### config.mk
export PLATFORM = sky130hd
export DESIGN_NAME = score_counter
export DESIGN_NICKNAME = d
export VERILOG_FILES = /design/src/rtl/score_counter.sv
export SDC_FILE = /design/constraint.sdc
export NUM_CORES = 1
export LEC_CHECK = 0
export CAP_MARGIN = 20
export CELL_PAD_IN_SITES_DETAIL_PLACEMENT = 0
export CELL_PAD_IN_SITES_GLOBAL_PLACEMENT = 1
export CORE_MARGIN = 2
export CORE_UTILIZATION = 38
export DETAILED_ROUTE_END_ITERATION = 8
export PLACE_DENSITY_LB_ADDON = 0.1
export SLEW_MARGIN = 20
export SYNTH_ARGS = -nofsm -noshare
export SYNTH_HDL_FRONTEND = slang
export SYNTH_SLANG_ARGS = --single-unit
### constraint.sdc
create_clock -name clk -period 3.7 [get_ports clk]
set_input_delay 0.37 -clock clk [delete_from_list [all_inputs] [get_ports clk]]
set_output_delay 0.37 -clock clk [all_outputs]
set_load 0.01 [all_outputs]
### src/rtl/score_counter.sv
// Three-digit BCD score with a one-digit-per-cycle adder and frame-synchronous display.
// Optional build macro SCORE_WRAP_EN: wrap modulo 1000 instead of saturating at 999.
module score_counter (
  input  logic       clk,
  input  logic       reset_n,
  input  logic       inc_valid,
  input  logic [3:0] inc_val,
  output logic       inc_ready,
  input  logic       clr,
  input  logic       frame_tick,
  output logic [4:0] dig0,
  output logic [4:0] dig1,
  output logic [4:0] dig,
  output logic       sat
);

  localparam logic [1:0] IDLE = 2'd0;
  localparam logic [1:0] ADD0 = 2'd1;
  localparam logic [1:0] ADD1 = 2'd2;
  localparam logic [1:0] ADD2 = 2'd3;

  logic [1:0] state;
  logic [3:0] amt;
  logic [3:0] c0, c1, c2;
  logic [3:0] s0, s1;
  logic       carry;

  logic [3:0] add_a, add_b;
  logic [4:0] add_raw;
  logic [3:0] add_dig;
  logic       add_cy;

  // One shared BCD digit adder; the state selects which committed digit feeds it.
  always_comb begin
    add_a = c0;
    add_b = amt;
    case (state)
      ADD1: begin
        add_a = c1;
        add_b = {3'b000, carry};
      end
      ADD2: begin
        add_a = c2;
        add_b = {3'b000, carry};
      end
      default: ;
    endcase
    add_raw = {1'b0, add_a} + {1'b0, add_b};
    add_cy  = (add_raw > 5'd9);
    add_dig = add_cy ? 4'(add_raw - 5'd10) : add_raw[3:0];
  end

  assign inc_ready = reset_n && (state == IDLE) && !clr;

`ifdef SCORE_WRAP_EN
  assign sat = 1'b0;
`else
  logic sat_q;
  assign sat = sat_q;

  always_ff @(posedge clk or negedge reset_n) begin
    if (!reset_n) begin
      sat_q <= 1'b0;
    end else if (clr) begin
      sat_q <= 1'b0;
    end else if (state == ADD2 && add_cy) begin
      sat_q <= 1'b1;
    end
  end
`endif

  always_ff @(posedge clk or negedge reset_n) begin
    if (!reset_n) begin
      state <= IDLE;
      amt   <= 4'd0;
      c0    <= 4'd0;
      c1    <= 4'd0;
      c2    <= 4'd0;
      s0    <= 4'd0;
      s1    <= 4'd0;
      carry <= 1'b0;
    end else if (clr) begin
      state <= IDLE;
      c0    <= 4'd0;
      c1    <= 4'd0;
      c2    <= 4'd0;
      carry <= 1'b0;
    end else begin
      case (state)
        IDLE: begin
          if (inc_valid && inc_ready) begin
            amt   <= (inc_val > 4'd9) ? 4'd9 : inc_val;
            state <= ADD0;
          end
        end
        ADD0: begin
          s0    <= add_dig;
          carry <= add_cy;
          state <= ADD1;
        end
        ADD1: begin
          s1    <= add_dig;
          carry <= add_cy;
          state <= ADD2;
        end
        ADD2: begin
          // All three digits land together so the display never sees a half-updated score.
`ifdef SCORE_WRAP_EN
          c0 <= s0;
          c1 <= s1;
          c2 <= add_dig;
`else
          if (!sat_q) begin
            if (add_cy) begin
              c0 <= 4'd9;
              c1 <= 4'd9;
              c2 <= 4'd9;
            end else begin
              c0 <= s0;
              c1 <= s1;
              c2 <= add_dig;
            end
          end
`endif
          state <= IDLE;
        end
        default: state <= IDLE;
      endcase
    end
  end

  // Display latches the pre-edge committed score, so a same-edge commit shows next frame.
  always_ff @(posedge clk or negedge reset_n) begin
    if (!reset_n) begin
      dig0 <= 5'd0;
      dig1 <= 5'd0;
      dig  <= 5'd0;
    end else if (frame_tick) begin
      dig0 <= {1'b0, c0};
      dig1 <= {1'b0, c1};
      dig  <= {1'b0, c2};
    end
  end

endmodule

# After elaboration in Yosys (flattened, before gate mapping)
# Index checks and enable logic that the tools add are counted.
[word_totals] regBits=40 out_inout_bits=17
[op_classes] addsub=2 magnitude_cmp=2 eq_ne=5 mux=23 bitwise=1 reduce_logical=15
[ops] cell="two-way mux 4 bit" count=15
[ops] cell="one-hot mux 2 bit (4 select lines)" count=1
[ops] cell="one-hot mux 4 bit (2 select lines)" count=1
[ops] cell="AND reduction 2 bit" count=3
[ops] cell="nonzero test 2 bit" count=3
[ops] cell="adder 4 x 4 -> 5 bit" count=1
[ops] cell="greater-than comparator 5 x 4 -> 1 bit, second input constant" count=1
[ops] cell="== test 2 bit, second input constant" count=2
[ops] cell="greater-than comparator 4 bit, second input constant" count=1
[ops] cell="logical AND 1 bit" count=4
[ops] cell="two-way mux 1 bit" count=4
[ops] cell="two-way mux 2 bit" count=2
[ops] cell="OR reduction 2 bit" count=2
[ops] cell="subtractor 4 bit, second input constant" count=1
[ops] cell="!= test 3 x 2 -> 1 bit, second input constant" count=1
[ops] cell="AND reduction 3 bit" count=1
[ops] cell="== test 2 x 1 -> 1 bit, second input constant" count=1
[ops] cell="logical NOT 2 bit" count=1
[ops] cell="!= test 2 bit, second input constant" count=1
[ops] cell="logical NOT 1 bit" count=1
[ops] cell="NOT 1 bit" count=1

# Longest topological paths before layout
# Gate-level depths: netlist of the first run.
[logic_depth] depth_word=10 ltp_mapped=16

# Least setup slack after synthesis of the first run
# Ideal clock, no wire load.
[synth_path] path_kind="register to register" startpoint="reg state[0]" endpoint="reg s1[1]" setup_ns=0.083 arrival_time_ns=3.438 required_ns=3.617 path_slack_ns=0.179 path_stages_with_launch=14 period_less_slack_ns=3.521 cell_sequence="dfrtp_1 -> inv_1 -> ha_1 -> nor2_1 -> mux2_2 -> ha_1 -> inv_1 -> fa_1 -> ha_1 -> a31o_1 -> o311ai_4 -> inv_4 -> ha_1 -> o21ai_0"
[synth_between] elab_chain_cells=6
[synth_rtl] element="start, declared" line_no="22" source="logic [1:0] state;"
[synth_rtl] element="start signal, assigned" line_no="74" source="state <= IDLE;"
[synth_rtl] element="start signal, assigned" line_no="83" source="state <= IDLE;"
[synth_rtl] element="start signal, assigned" line_no="93" source="state <= ADD0;"
[synth_rtl] element="== test 2 bit (on tied branches)" line_no="37, 89"
[synth_rtl] element="OR reduction 2 bit (no line)"
[synth_rtl] element="two-way mux 4 bit" line_no="37" source="case (state)"
[synth_rtl] element="adder 4 x 4 -> 5 bit" line_no="48" source="add_raw = {1'b0, add_a} + {1'b0, add_b};"
[synth_rtl] element="subtractor 4 bit / greater-than comparator 5 x 4 -> 1 bit (equally long branches)" line_no="50, 49"
[synth_rtl] element="two-way mux 4 bit" line_no="50" source="add_dig = add_cy ? 4'(add_raw - 5'd10) : add_raw[3:0];"
[synth_rtl] element="end signal, assigned" line_no="102" source="s1 <= add_dig;"
[synth_rtl] element="end, declared" line_no="25" source="logic [3:0] s0, s1;"
# Several ways; a longest one is shown, not always the timed one.
# A chain may end at the register's enable or synchronous reset.

# Final worst setup path of the first run
# Ends and elaborated chain as after synthesis.

==> reports/qor.csv, run 1 <==
metric;value;unit
status;finished clean;
final_cells;300;
post_drt_wl_per_cell;14.5;um
cts_buffers;5;
hold_violations;0;
worstPathArrival;3590;ps
leakagePower;0.00114;uW
power_density;594;mW/mm^2
synth-xor-area-share;1.30;%
synth.area.top_cells;dfrtp_1 (49%), mux2_2 (7.8%), ha_1 (6.2%), nand2_1 (5.8%), a21oi_1 (3.0%);
grt_usage;16.1;%
crit_top_cell;ha_1;
grt_pass1_vias;1540;
start_kind;register;
synth_warnings;0;
gr-total-overflow;0;
via_per_inst;5.06;
critical_path_required;3910;ps
synth-seq-cells;40;
slew_viol_final;0;
rsz0062_at_grt;no;
fill_cells;511;
dp_cells;293;
layout_commonest_cell;dfrtp_1;
min_path_type;input port to async pin;
async_reset_ff_share;100;%
finalCritPeriodShare;91.4;%
root_buffer;clkbuf_8;
final_cell_mix;dfrtp_1 (40), nand2_1 (31), clkdlybuf4s50_1 (21), mux2_2 (14), nor2_1 (14);
muxShareOfSynthArea;8.29;%
path_delay_family;adder cells;
synth_top_cell_area_share;49.5;%
cts_setup_buffers;0;
worstMarginPinSlew;1000;ps
min_period;3380;ps
grt_start_max_net_pins;41;
port_buffers;22;
dr.pass1.iters;4;
setup_viol;0;
finalWeightedCongestion;0.813;
cp_slowest_stage_delay;460;ps
clkLatencyLatePin;290;ps
finalNetCount;250;
synth_top_family_by_area;simple AND/OR/NAND/NOR gates;
start_util;39.6;%
slowest_stage;fa_1;
hold_buffers;0;
max_freq;296;MHz
syn_avg_cell_area;10.0;sq um
end_kind;register;
timing.setup.tns;0;ps
drive_gt1_share;14.3;%
peakVddDrop;0.260;mV
syn_area;0.00202;sq mm
dieHeight;77.0;um
antenna_left;0;
drc;0;
clock-sinks;40;
ioPinCount;26;
synthAdderAreaFrac;7.17;%
finalClockSkew;2.78;ps
max-clock-path-buffers;2;
netlist_instances;202;
cts_tree;built;
antenna_found_initial;0;
n_antenna_cell;0;
cap_violations;0;
drt_iter0_drc;73;
htreeDepth;2;
synth-edff-count;0;
crit_buf_inv;3;
synth_ff_type;dfrtp_1;
crit_fanout;7;
area_growth;22.5;%
synth_area_leader_cell;dfrtp_1;
die_x;77.0;um
yosysSeqAreaShare;49.5;%
slew_headroom;33.1;%
grt_pass1_wl;7.45;mm
fp-row-count;26;
drt_wl_total;4.34;mm
crit_type;register to register;
seq_area;0.00100;sq mm
synth_compound_area_share;12.0;%
core;0.00511;sq mm
yosysUniqueCellTypes;36;
synthSimpleGateAreaFrac;17.7;%
hpwl;3.30;mm
die-area;0.00592;sq mm
path_cells;inv_1 -> ha_4 -> nor2_4 -> mux2_2 -> ha_1 -> inv_1 -> fa_1 -> ha_1 -> a31o_1 -> o311ai_4 -> inv_4 -> ha_1 -> o21ai_0;
clkSlewWorstSetupHoldPaths;70;ps
multi_input_area;972;sq um
vias;1519;
==> metrics by stage <==
stage / hold WS [ps] / setup slack, ps / total power [uW] / instance area [sq um] / util [%]
floorplan: 74.4 / 179 / 920 / 2030 / -
global placement: 462 / 260 / 1050 / 2330 / 45.6
detailed placement: 466 / 107 / 1060 / 2330 / 45.6
CTS: 233 / 83.3 / 1480 / 2460 / 48.1
global route: 240 / 50.5 / 1590 / 2480 / 48.5
finish: 199 / 318 / 1470 / 2480 / 48.5
==> layout make-up <==
cell class                 count  area share [%]
clock inverter                 2            2.42
timing repair buffer          27            10.2
tap                           70            3.53
multi-input combinational    147            39.2
sequential                    40            40.4
clock buffer                   5            2.78
inverter                       9            1.46
==> repair_timing <==
| action | 4_1_cts | 5_1_grt |
|---|---|---|
| endpoints found under the hold margin | 0 | 0 |
| setup endpoints to repair | 0 | 10 |
| resized for setup | 0 | 4 |
==> state kept, by name, indices dropped and copies added (netlist names), 4 cells and up <==
| signal | cells |
|---|---|
| amt | 4 |
| c1 | 4 |
| dig1 | 4 |
| dig | 4 |
| s1 | 4 |
| c0 | 4 |
| dig0 | 4 |
| c2 | 4 |
| s0 | 4 |
==> synthesized netlist by cell type, drive strengths merged (4+ instances only) <==
| master | number |
|---|---|
| nor2 | 15 |
| nand2 | 31 |
| nor2b | 4 |
| o21ai | 9 |
| a21oi | 12 |
| ha | 10 |
| nand3 | 7 |
| nor3 | 11 |
| dfrtp | 40 |
| buf | 5 |
| nand2b | 6 |
| mux2 | 14 |
| inv | 9 |
==> report_power, final <==
group / total [uW] / leakage [uW] / switching (uW) / internal, uW
combinational: 493 / 0.000537 / 277 / 216
clock: 411 / 0.0000642 / 145 / 265
sequential: 569 / 0.000542 / 51.1 / 518
==> path summary, 6_finish.rpt <==
check	from	end	slack, ps	cells after the start
setup / recovery	state[0]	s1[1]	320	13
hold / removal	reset_n	c1[0]	200	2
setup reg to reg	state[0]	s1[1]	320	13
hold reg to reg	s0[0]	s0[0]	480	2
max in group asynchronous	reset_n	state[0]	3160	2
min in group clk	s0[0]	s0[0]	480	2
==> cell families after synthesis <==
logic type,Yosys count
other,1
and+or+nand+nor,79
muxes,15
AOI/OAI and AO/OA,36
DFF,40
xor gates and xnor gates,3
buffers and inverters,17
adders and majority gates,11
==> layer usage <==
metal	up-vias	track usage, %	wire length [um]
li1	737	-	-
met1	742	21.8	2010
met2	33	25.4	2080
met3	7	3.65	180
met4	0	5.82	64
met5	-	0	0
Note: power is estimated with default switching activity, not from simulation.
==> inputs of run 2 (changes only) <==
Settings changed: CORE_ASPECT_RATIO set to 1.4, SLEW_MARGIN 20 to 0.
==> run 2 against run 1 <==
  * Critical path depth is 3 higher
  * Largest cell class unchanged
  * Die area increased by 0.15%
  * Final cell count shrank 1.0%
  * Largest power group unchanged
==> reports/qor.csv, run 2 (same netlist as run 1, synthesis figures left out) <==
metric;value;unit
grt_pass1_vias;1599;
finalClockSkew;5.87;ps
cp_slowest_stage_delay;430;ps
combPwrFrac;33.9;%
fill_cells;505;
end_kind;register;
cap_violations;0;
crit_type;register to register;
stdcell_area;0.00246;sq mm
die_x;65.7;um
crit_top_cell;ha_1;
worstRegToRegCells;16;
gr-total-overflow;0;
dr.pass1.iters;4;
min_path_type;input port to async pin;
die-area;0.00593;sq mm
multi_input_area;957;sq um
finalCritPeriodShare;92.8;%
hold_buffers;0;
max-clock-path-buffers;2;
critical_path_required;3910;ps
final_cell_mix;dfrtp_1 (40), nand2_1 (31), clkdlybuf4s50_1 (21), nor2_1 (15), mux2_2 (14);
drive_gt1_share;14.7;%
internal-power;973;uW
setup_viol;0;
place_area;0.00232;sq mm
power_density;593;mW/mm^2
clkLatencyLatePin;290;ps
vias;1492;
fp-row-count;31;
leakagePower;0.00114;uW
path_cells;inv_1 -> ha_1 -> nor2_1 -> buf_4 -> nand2_1 -> nand2_1 -> ha_1 -> inv_1 -> fa_1 -> xor2_1 -> ha_2 -> a31o_1 -> o311ai_4 -> inv_4 -> ha_1 -> o21ai_0;
crit_fanout;7;
worstMarginPinSlew;946;ps
post_drt_wl_per_cell;15.2;um
worstPathArrival;3650;ps
peakVddDrop;0.332;mV
slew_headroom;36.8;%
via_per_inst;5.02;
root_buffer;clkbuf_8;
cts_tree;built;
clkSlewWorstSetupHoldPaths;80;ps
drt_iter0_drc;53;
sw_frac_of_total;33.3;%
drt_wl_total;4.52;mm
switchingPower;484;uW
p_seq_share;39.2;%
antenna_left;0;
start_util;39.2;%
finalWeightedCongestion;0.951;
timing.setup.tns;0;ps
slowest_stage;dfrtp_1;
layout_commonest_cell;dfrtp_1;
rsz0062_at_grt;no;
htreeDepth;2;
hold_violations;0;
clock-sinks;40;
slew_viol_final;0;
start_kind;register;
finalNetCount;250;
cts_buffers;5;
port_buffers;22;
dieHeight;90.3;um
n_antenna_cell;0;
area_growth;21.4;%
grt_start_max_net_pins;41;
core;0.00516;sq mm
ioPinCount;26;
hpwl;3.39;mm
drc;0;
seq_area;0.00100;sq mm
antenna_found_initial;0;
min_period;3430;ps
grt_pass1_wl;7.77;mm
grt_usage;17.2;%
max_freq;291;MHz
status;finished clean;
finish.utilization;47.6;%
power_frac_clock;26.9;%
-- run 2: cell types whose count changed in the layout (fill, tap and decap cells not counted) --
cell / previous run / this run
bufinv_16: 2 / 1
nor2_1: 14 / 15
nor2_4: 1 / 0
clkbuf_8: 5 / 7
ha_4: 1 / 0
ha_2: 0 / 2
ha_1: 9 / 8
-- run 2: path summary, 6_finish.rpt --
| check | startpoint | to | slack [ps] |
|---|---|---|---|
| worst min register to register | s0[0] | s0[0] | 490 |
| max in group asynchronous | reset_n | amt[1] | 3140 |
| min in group clk | s0[0] | s0[0] | 490 |
| worst max register to register | state[0] | s1[1] | 270 |
| worst max-delay path | state[0] | s1[1] | 270 |
| worst min-delay path | reset_n | c0[2] | 200 |
-- run 2: power groups by stage --
stage               clock network [uW]  registers, uW  logic, uW
global placement                     0            576        482
floorplan                            0            564        356
finish                             393            571        494
CTS                                402            570        497
global route                       422            582        561
detailed placement                   0            578        494
-- run 2: metrics by stage --
step                hold slack, ps  setup WS, ps  cells  total power [uW]
detailed placement             472           176    289              1070
global route                   242          22.6    297              1560
floorplan                     74.4           179    204               920
finish                         205           267    297              1460
global placement               462           297    289              1060
CTS                            232           151    297              1470
-- run 2: timing repair --
action,4_1_cts,5_1_grt
setup endpoints to repair,0,5
gates resized for setup,0,2
setup buffers,0,0
-- run 2: cell type report --
class | count | share of cell area (%)
Tap cell | 66 | 3.36
Clock inverter | 1 | 1.22
Multi-Input combinational cell | 147 | 39.0
Timing Repair Buffer | 27 | 10.3
Clock buffer | 7 | 3.92
Sequential cell | 40 | 40.8
Inverter | 9 | 1.48
-- run 2: routing by layer --
metal | share of wire [%] | up-vias | global-route usage (%)
met4 | 1.8 | 0 | 6.25
met1 | 43 | 718 | 20.7
met2 | 53 | 25 | 29.4
met5 | 0 | - | 0
met3 | 2.9 | 6 | 3.74
li1 | - | 743 | -
-- run 2: worst max-delay path, delay by kind of cell, from the launching register on --
kind                       cells  cell delay [ps]
adders and majority gates      5             1370
and+or+nand+nor                3              280
DFF                            1              430
AOI/OAI and AO/OA              3              650
buffers and inverters          4              400
xor gates and xnor gates       1              220
==> inputs of run 3 (changes only) <==
Settings changed: GPL_TIMING_DRIVEN set to 0.
==> run 3 against run 2 <==
  * First-iteration DRC count is 21% higher
  * Core utilization increased by 1.3 points
  * Cell area increased by 2.7%
  * Final cell count is 2.7% higher
  * Clock power shrank 9.4%
  * Critical path depth down 2
  * Register-to-register slack worse by 80 ps
  * Sequential power barely moved
  * Worst hold slack improved by 260 ps
  * Global-route usage shrank 0.15 points
  * Critical path type unchanged
  * Critical endpoint is now s0[1]
  * Highest routed layer unchanged
==> reports/qor.csv, run 3 (same netlist as run 1, synthesis figures left out) <==
metric;value;unit
max-clock-path-buffers;2;
htreeDepth;2;
dp_cells;293;
start_util;39.2;%
slowest_stage;dfrtp_2;
finalNetCount;258;
dieHeight;90.3;um
finalCritPeriodShare;94.9;%
grt_usage;17.0;%
cts_tree;built;
die-area;0.00593;sq mm
finish.utilization;48.9;%
hpwl;3.35;mm
gr-total-overflow;0;
clock-sinks;40;
place_area;0.00235;sq mm
cp_slowest_stage_delay;450;ps
via_per_inst;5.07;
min_path_type;input port to async pin;
peakVddDrop;0.255;mV
final_cell_mix;dfrtp_1 (39), nand2_1 (31), clkdlybuf4s50_1 (21), mux2_2 (14), nor2_1 (14);
finalClockSkew;5.07;ps
antenna_left;0;
drt_wl_total;4.55;mm
port_buffers;22;
drt_iter0_drc;64;
power_density;572;mW/mm^2
path_cells;inv_1 -> ha_4 -> nor2_4 -> mux2_2 -> ha_1 -> inv_1 -> fa_1 -> xor2_1 -> ha_1 -> a31o_1 -> o311ai_4 -> inv_4 -> ha_1 -> o21ai_0;
worstMarginPinSlew;607;ps
start_kind;register;
grt_start_max_net_pins;34;
clkLatencyLatePin;290;ps
slew_headroom;59.6;%
stdcell_area;0.00252;sq mm
end_kind;register;
min_period;3510;ps
grt_pass1_vias;1619;
slew_viol_final;0;
leakagePower;0.00116;uW
post_drt_wl_per_cell;14.9;um
hold_violations;0;
crit_fanout;7;
grt_pass1_wl;7.69;mm
hold_ws;462;ps
core;0.00516;sq mm
crit_top_cell;ha_1;
layout_commonest_cell;dfrtp_1;
fin_total_pwr;1440;uW
area_growth;24.7;%
cts_buffers;5;
die_x;65.7;um
antenna_found_initial;0;
ioPinCount;26;
drc;0;
cap_violations;0;
root_buffer;clkbuf_8;
worstPathArrival;3730;ps
clkSlewWorstSetupHoldPaths;80;ps
drive_gt1_share;15.5;%
finalWeightedCongestion;0.817;
crit_type;register to register;
status;finished clean;
critical_path_required;3920;ps
final_cells;305;
vias;1545;
n_antenna_cell;0;
dr.pass1.iters;4;
setup_viol;0;
rsz0062_at_grt;no;
fp-row-count;31;
max_freq;285;MHz
## run 3: repair_timing
action	4_1_cts	5_1_grt
gates resized for setup	3	4
buffers inserted	3	0
pin swaps	2	1
setup endpoints to repair	17	10
hold endpoints to repair	8	0
hold buffers	1	0
## run 3: metrics by stage
| step | setup slack (ps) | TNS, ps |
|---|---|---|
| 2_1_floorplan | 179 | 0 |
| 3_3_place_gp | -532 | -5070 |
| 3_5_place_dp | -594 | -5790 |
| 4_1_cts | 14.5 | 0 |
| 5_1_grt | 9.80 | 0 |
| 6_report | 188 | 0 |
## run 3: path summary, 6_finish.rpt
path	start	slack, ps	end	cells after the start
max in group asynchronous	reset_n	2780	state[0]	3
min in group clk	amt[2]	480	amt[2]	2
min	reset_n	460	c1[3]	2
max	state[0]	190	s0[1]	14
min reg2reg	amt[2]	480	amt[2]	2
max reg2reg	state[0]	190	s0[1]	14
## run 3: report_power, final
| group | internal, uW | leakage (uW) | switching, uW |
|---|---|---|---|
| Sequential | 519 | 0.000540 | 53.2 |
| Clock | 200 | 0.0000552 | 155 |
| Combinational | 225 | 0.000560 | 290 |
| Total | 944 | 0.00116 | 498 |
## run 3: layout make-up
type,instances,area [sq um]
fillers,495,2640
flip-flops and latches,40,1000
multi-input cells,147,985
repair buffers,27,268
well taps,66,82.6
clock buffers,6,72.6
plain buffers,8,41.3
inverters,9,36.3
clock inverters,2,35.0
## run 3: per-layer routing
metal | wire length, um | track usage, % | vias up
li1 | - | - | 760
met1 | 1920 | 20.1 | 755
met2 | 2410 | 29.4 | 23
met3 | 112 | 3.37 | 7
met4 | 108 | 7.12 | 0
met5 | 0 | 0 | -
## run 3: worst max-delay path, delay by kind of cell (launching register included)
| kind | cells | cell delay, ps |
|---|---|---|
| simple gates | 1 | 60 |
| xor+xnor | 1 | 220 |
| mux | 1 | 230 |
| buf+inv | 3 | 290 |
| flops | 1 | 450 |
| compound gates | 3 | 710 |
| fa+ha+maj | 5 | 1440 |
